`src/rtl/alu_pkg.sv`:
```
// Shared encodings and request record for the shared 16-bit ALU and its arbiter.
package alu_pkg;

   localparam int DW = 16;

   typedef enum logic [1:0] {
      ALU_ADD  = 2'b00,
      ALU_NAND = 2'b01,
      ALU_NOP  = 2'b10
   } alu_op_e;

   typedef enum logic [1:0] {
      COND_ALWAYS = 2'b00,
      COND_C      = 2'b01,
      COND_Z      = 2'b10,
      COND_NEVER  = 2'b11
   } cond_e;

   typedef struct packed {
      logic [1:0]    op;
      logic [1:0]    cond;
      logic [DW-1:0] a;
      logic [DW-1:0] b;
      logic          cwe;
      logic          zwe;
   } alu_req_t;

   // Reserved op 2'b11 never reaches the ALU; it runs as a no-op.
   function automatic logic [1:0] drive_op(input logic [1:0] op);
      return (op == 2'b11) ? ALU_NOP : op;
   endfunction

endpackage

```
`src/rtl/alu_flag_reg.sv`:
```
// Architectural C/Z flags: condition evaluation and gated flag writes.
module alu_flag_reg
   import alu_pkg::*;
(
   input  logic       clk,
   input  logic       reset,
   input  logic       fire,
   input  logic [1:0] op,
   input  logic [1:0] cond,
   input  logic       cwe,
   input  logic       zwe,
   input  logic       alu_carry,
   input  logic       alu_zero,
   output logic       flag_c,
   output logic       flag_z,
   output logic       cond_ok
);

   always_comb begin
      cond_ok = 1'b0;
      case (cond)
         COND_ALWAYS: cond_ok = 1'b1;
         COND_C:      cond_ok = flag_c;
         COND_Z:      cond_ok = flag_z;
         default:     cond_ok = 1'b0;
      endcase
   end

   always_ff @(posedge clk) begin
      if (reset) begin
         flag_c <= 1'b0;
         flag_z <= 1'b0;
      end else if (fire && cond_ok) begin
         if (cwe && op == ALU_ADD)
            flag_c <= alu_carry;
         if (zwe && (op == ALU_ADD || op == ALU_NAND))
            flag_z <= alu_zero;
      end
   end

endmodule

```
`src/rtl/alu_share_arbiter.sv`:
```
// Two-port arbiter for the shared ALU with registered result and port-1 starvation guard.
// Optional performance counters are built when ALU_ARB_STATS_EN is defined.
module alu_share_arbiter
   import alu_pkg::*;
#(
   parameter int DW       = alu_pkg::DW,
   parameter int MAX_WAIT = 4
) (
   input  logic          clk,
   input  logic          reset,
   input  logic          req0_valid,
   output logic          req0_ready,
   input  logic [1:0]    req0_op,
   input  logic [1:0]    req0_cond,
   input  logic [DW-1:0] req0_a,
   input  logic [DW-1:0] req0_b,
   input  logic          req0_cwe,
   input  logic          req0_zwe,
   input  logic          req1_valid,
   output logic          req1_ready,
   input  logic [1:0]    req1_op,
   input  logic [1:0]    req1_cond,
   input  logic [DW-1:0] req1_a,
   input  logic [DW-1:0] req1_b,
   input  logic          req1_cwe,
   input  logic          req1_zwe,
   output logic          rsp0_valid,
   output logic          rsp1_valid,
   output logic [DW-1:0] rsp_data,
   output logic          rsp_skipped,
   output logic [DW-1:0] alu_in1,
   output logic [DW-1:0] alu_in2,
   output logic [1:0]    alu_op,
   input  logic [DW-1:0] alu_out,
   input  logic          alu_zero,
   input  logic          alu_carry,
   output logic          flag_c,
   output logic          flag_z,
   output logic [15:0]   stat_grant0,
   output logic [15:0]   stat_grant1,
   output logic [15:0]   stat_stall1
);

   localparam int SW = $clog2(MAX_WAIT + 1);

   alu_req_t       r0, r1, sel;
   logic           grant0, grant1, gnt, cond_ok, starved;
   logic [SW-1:0]  starve_cnt;

   assign r0 = '{op: req0_op, cond: req0_cond, a: req0_a, b: req0_b, cwe: req0_cwe, zwe: req0_zwe};
   assign r1 = '{op: req1_op, cond: req1_cond, a: req1_a, b: req1_b, cwe: req1_cwe, zwe: req1_zwe};

   // No grants while reset is high, so nothing is launched into a flushed pipe.
   assign starved    = (starve_cnt == SW'(MAX_WAIT));
   assign grant1     = !reset && req1_valid && (!req0_valid || starved);
   assign grant0     = !reset && req0_valid && !grant1;
   assign gnt        = grant0 || grant1;
   assign sel        = grant1 ? r1 : r0;
   assign req0_ready = grant0;
   assign req1_ready = grant1;

   always_comb begin
      alu_op  = ALU_NOP;
      alu_in1 = '0;
      alu_in2 = '0;
      if (gnt) begin
         alu_op  = drive_op(sel.op);
         alu_in1 = sel.a;
         alu_in2 = sel.b;
      end
   end

   alu_flag_reg u_flags (
      .clk       (clk),
      .reset     (reset),
      .fire      (gnt),
      .op        (sel.op),
      .cond      (sel.cond),
      .cwe       (sel.cwe),
      .zwe       (sel.zwe),
      .alu_carry (alu_carry),
      .alu_zero  (alu_zero),
      .flag_c    (flag_c),
      .flag_z    (flag_z),
      .cond_ok   (cond_ok)
   );

   always_ff @(posedge clk) begin
      if (reset) begin
         rsp0_valid  <= 1'b0;
         rsp1_valid  <= 1'b0;
         rsp_data    <= '0;
         rsp_skipped <= 1'b0;
         starve_cnt  <= '0;
      end else begin
         rsp0_valid <= grant0;
         rsp1_valid <= grant1;
         if (gnt) begin
            rsp_skipped <= !cond_ok;
            rsp_data    <= cond_ok ? alu_out : '0;
         end
         if (!req1_valid || grant1)
            starve_cnt <= '0;
         else if (!starved)
            starve_cnt <= starve_cnt + 1'b1;
      end
   end

`ifdef ALU_ARB_STATS_EN
   logic [15:0] cnt_g0, cnt_g1, cnt_s1;

   always_ff @(posedge clk) begin
      if (reset) begin
         cnt_g0 <= '0;
         cnt_g1 <= '0;
         cnt_s1 <= '0;
      end else begin
         if (grant0 && cnt_g0 != 16'hFFFF)
            cnt_g0 <= cnt_g0 + 1'b1;
         if (grant1 && cnt_g1 != 16'hFFFF)
            cnt_g1 <= cnt_g1 + 1'b1;
         if (req1_valid && !grant1 && cnt_s1 != 16'hFFFF)
            cnt_s1 <= cnt_s1 + 1'b1;
      end
   end

   assign stat_grant0 = cnt_g0;
   assign stat_grant1 = cnt_g1;
   assign stat_stall1 = cnt_s1;
`else
   assign stat_grant0 = '0;
   assign stat_grant1 = '0;
   assign stat_stall1 = '0;
`endif

endmodule

```
`config.mk`:
```
export PLATFORM = sky130hd
export DESIGN_NAME = alu_share_arbiter
export DESIGN_NICKNAME = d
export VERILOG_FILES = /design/src/rtl/alu_pkg.sv /design/src/rtl/alu_flag_reg.sv /design/src/rtl/alu_share_arbiter.sv
export SDC_FILE = /design/constraint.sdc
export NUM_CORES = 1
export LEC_CHECK = 0
export ABC_AREA = 1
export BUFFER_PORTS_ARGS = -buffer_cell sky130_fd_sc_hd__buf_4
export CAP_MARGIN = 30
export CORE_AREA = 2 2 79 81
export CTS_BUF_LIST = sky130_fd_sc_hd__clkbuf_8
export DETAILED_ROUTE_END_ITERATION = 10
export DIE_AREA = 0 0 81 83
export PLACE_DENSITY_LB_ADDON = 0.08
export SKIP_LAST_GASP = 1
export SLEW_MARGIN = 10
export SYNTH_ARGS = -nofsm -noshare
export SYNTH_HDL_FRONTEND = slang
export SYNTH_HIERARCHICAL = 1
export SYNTH_SLANG_ARGS = --single-unit
```
`constraint.sdc`:
```
create_clock -name clk -period 3 [get_ports clk]
set_input_delay 0.3 -clock clk [delete_from_list [all_inputs] [get_ports clk]]
set_output_delay 0.3 -clock clk [all_outputs]
set_load 0.02 [all_outputs]
```
==> results_dict.tcl <==
set metrics [dict create \
    status "finished, final reports clean" \
    yosys_warnings 6 \
    p_comb_frac 0.402 \
    place_hpwl_mm 4.934 \
    initial_core_util 0.3406 \
    grt_pass1_vias 1873 \
    ys.flop_type "dfxtp_1" \
    cts_buffers 3 \
    synth_top_area_frac 0.2426 \
    maxCapViolCount 0 \
    path_clk_slew_ns 0.09 \
    antenna_left 0 \
    drt_first_pass_iters 4 \
    ys_seq_area_frac 0.2426 \
    yosysMostFrequentCell "nor2_1" \
    syn_inst 314 \
    p_clk_frac 0.273 \
    clockBufferDepth 2 \
    min_path_type "in2reg" \
    nets 556 \
    rsz0062_at_grt "no" \
    cts.sinks 24 \
    wl_per_cell_um 11.92 \
    worst_pin_slew_ns 0.8612 \
    layout_setup_ws_ns 0.6235 \
    drcViolationCount 0 \
    ys_ff_latch 24 \
    setup_violations 0 \
    pre_cts_slack_ns 0.6148 \
    area_growth_syn_to_layout_pct 51.93 \
    cp-endpoint "rsp_data[1]" \
    wl_mm 6.319 \
    p_int_w 0.0006850 \
    cts_setup_buffers 0 \
    grt_first_pass_wirelength_mm 9.239 \
    grt_max_degree 54 \
    reg2reg_depth 13 \
    port_buffers 154 \
    slew_violations 0 \
    rrSetupSlack_ns 0.62 \
    vias 2244 \
    setup_tns_ns 0 \
    seq_power_share 0.325 \
    fmax_mhz 420.8 \
    coreArea_um2 5816 \
    die_w_um 81 \
    gp_congestion 0.7782 \
    power.leakage_nw 1.605 \
    p_per_area_nw_per_um2 344.3 \
    end_kind "register" \
    hold_viol_final 0 \
    synth_edf_count 0 \
    overflow 0 \
    tritoncts "yes" \
    drtIter0Drc 64 \
    power.switching_w 0.0003510 \
    top_layer "met4" \
    die_y_um 83 \
    fin_crit_sh 0.7922 \
    synth.area.top_cells "dfxtp_1 24%, buf_4 19%, nor2_1 13%" \
    synth_area_per_cell_um2 6.308 \
    clock_skew_ns 0.001738 \
    avgViaCountPerCell 4.234 \
    startpoint "starve_cnt[0]" \
    cts_resized 0 \
    async_flop_share 0 \
    drive_gt1_frac 0.3934 \
    yosysUniqueCellTypes 25 \
    cp.required_ns 3.16 \
    grt_usage 0.1683 \
    rows 28 \
    num_io_pins 203 \
    synth_top_cell_by_area "dfxtp_1" \
    dr_wl_met3_um 549 \
    irDropWorstVdd_mv 0.2983 \
    n_antenna_cell 0 \
    path_class "reg2reg" \
    cts_root_buf "clkbuf_8" \
    route.met2.wl_mm 3.260 \
    met1_length_mm 2.466 \
    cts_htree_levels 1 \
    antenna_found_initial 0 \
    switching_share 0.3388 \
    arrival_ns 2.53 \
    r2r-start "starve_cnt[0]" \
    synth_commonest_cells "68 x nor2_1, 49 x buf_4, 44 x nand2_1, 34 x o21ai_0, 24 x dfxtp_1" \
    slew-limit-headroom 0.4238 \
    clk_latency_ns 0.26 \
    crit_fanout 40 \
    netlist_area_um2 1981 \
    r2r_end "rsp_data[1]" \
    postCtsHoldBufs 0 \
    dieArea_um2 6723 \
    fin_crit_ns 2.377 \
    cp-start-kind "register" \
]
[registers in the layout (all words and copies together), names as in the netlist]
name and cells:
rsp_data 16, rsp1_valid 1, rsp_skipped 1, rsp0_valid 1, starve_cnt 3, u_flags/flag_c 1
u_flags/flag_z 1
[cells in the final DEF, fill, tap and decap left out, drive strengths merged]
cell and count:
o21ai 35, ha 2, a21oi 16, nand3b 1
bufinv 1, inv 17, dfxtp 24, nand2 48
clkbuf 3, buf 156, nand3 20, nand4 3
nor2 79, clkinv 1, xnor2 1, conb 48
[stage by stage]
| step | power (W) | hold WS [ns] | cell area (um2) | cells | utilization |
|---|---|---|---|---|---|
| after floorplan | 0.0006257 | 0.4173 | 2157 | 361 | - |
| after global routing | 0.001095 | 0.2613 | 3009 | 530 | 0.5174 |
| after CTS | 0.001045 | 0.2576 | 3009 | 530 | 0.5174 |
| after global placement | 0.0007587 | 0.4321 | 2938 | 526 | 0.5052 |
| final | 0.001036 | 0.2598 | 3009 | 530 | 0.5174 |
| after detailed placement | 0.0007615 | 0.4347 | 2938 | 526 | 0.5052 |
[area by class of cell]
class / instances / area (um2)
Timing Repair Buffer: 156 / 1171
Tap cell: 75 / 93.84
Clock inverter: 1 / 30.03
Clock buffer: 3 / 41.29
Fill cell: 627 / 2806
Multi-Input combinational cell: 253 / 1124
Sequential cell: 24 / 480.5
Inverter: 18 / 68.82
[worst max-delay path, stage by stage, from the launching register on]
cell	delay (ns)
dfxtp_1	0.36
inv_1	0.05
ha_1	0.18
nand2_1	0.11
nand2_1	0.13
nand2_4	0.09
buf_4	0.33
nand2_1	0.08
nand2_1	0.09
nand2_1	0.09
nand2_1	0.07
nand2_1	0.37
nand3_1	0.24
a21oi_1	0.08
[power by group through the flow]
stage               Clock, W  Combinational (W)  Sequential (W)
CTS                 0.000290           0.000418        0.000337
detailed placement         0           0.000417        0.000344
global placement           0           0.000414        0.000344
global route        0.000303           0.000453        0.000338
finish              0.000283           0.000416        0.000337
floorplan                  0           0.000268        0.000358
[worst min-delay path by stage]
stage,endpoint,slack (ns),depth (start not counted),startpoint
global route,u_flags/flag_z,0.26,3,alu_zero
finish,u_flags/flag_z,0.26,3,alu_zero
floorplan,starve_cnt[0],0.42,1,starve_cnt[0]
CTS,u_flags/flag_z,0.26,3,alu_zero
detailed placement,starve_cnt[0],0.43,1,starve_cnt[0]
global placement,starve_cnt[0],0.43,1,starve_cnt[0]
[per-layer routing]
metal | up-vias | GRT usage
li1 | 1175 | -
met1 | 978 | 0.1977
met2 | 87 | 0.3095
met3 | 4 | 0.03587
met4 | 0 | 0.02928
met5 | - | 0
[kinds of logic after synthesis]
| group | Yosys count | share of synthesized area |
|---|---|---|
| simple gates | 151 | 0.3285 |
| buf+inv | 84 | 0.2792 |
| compound gates | 51 | 0.1308 |
| flops | 24 | 0.2426 |
| fa+ha+maj | 2 | 0.01263 |
| xor+xnor | 1 | 0.004423 |
| other cells | 1 | 0.001893 |
(Power assumes the default switching activity.)
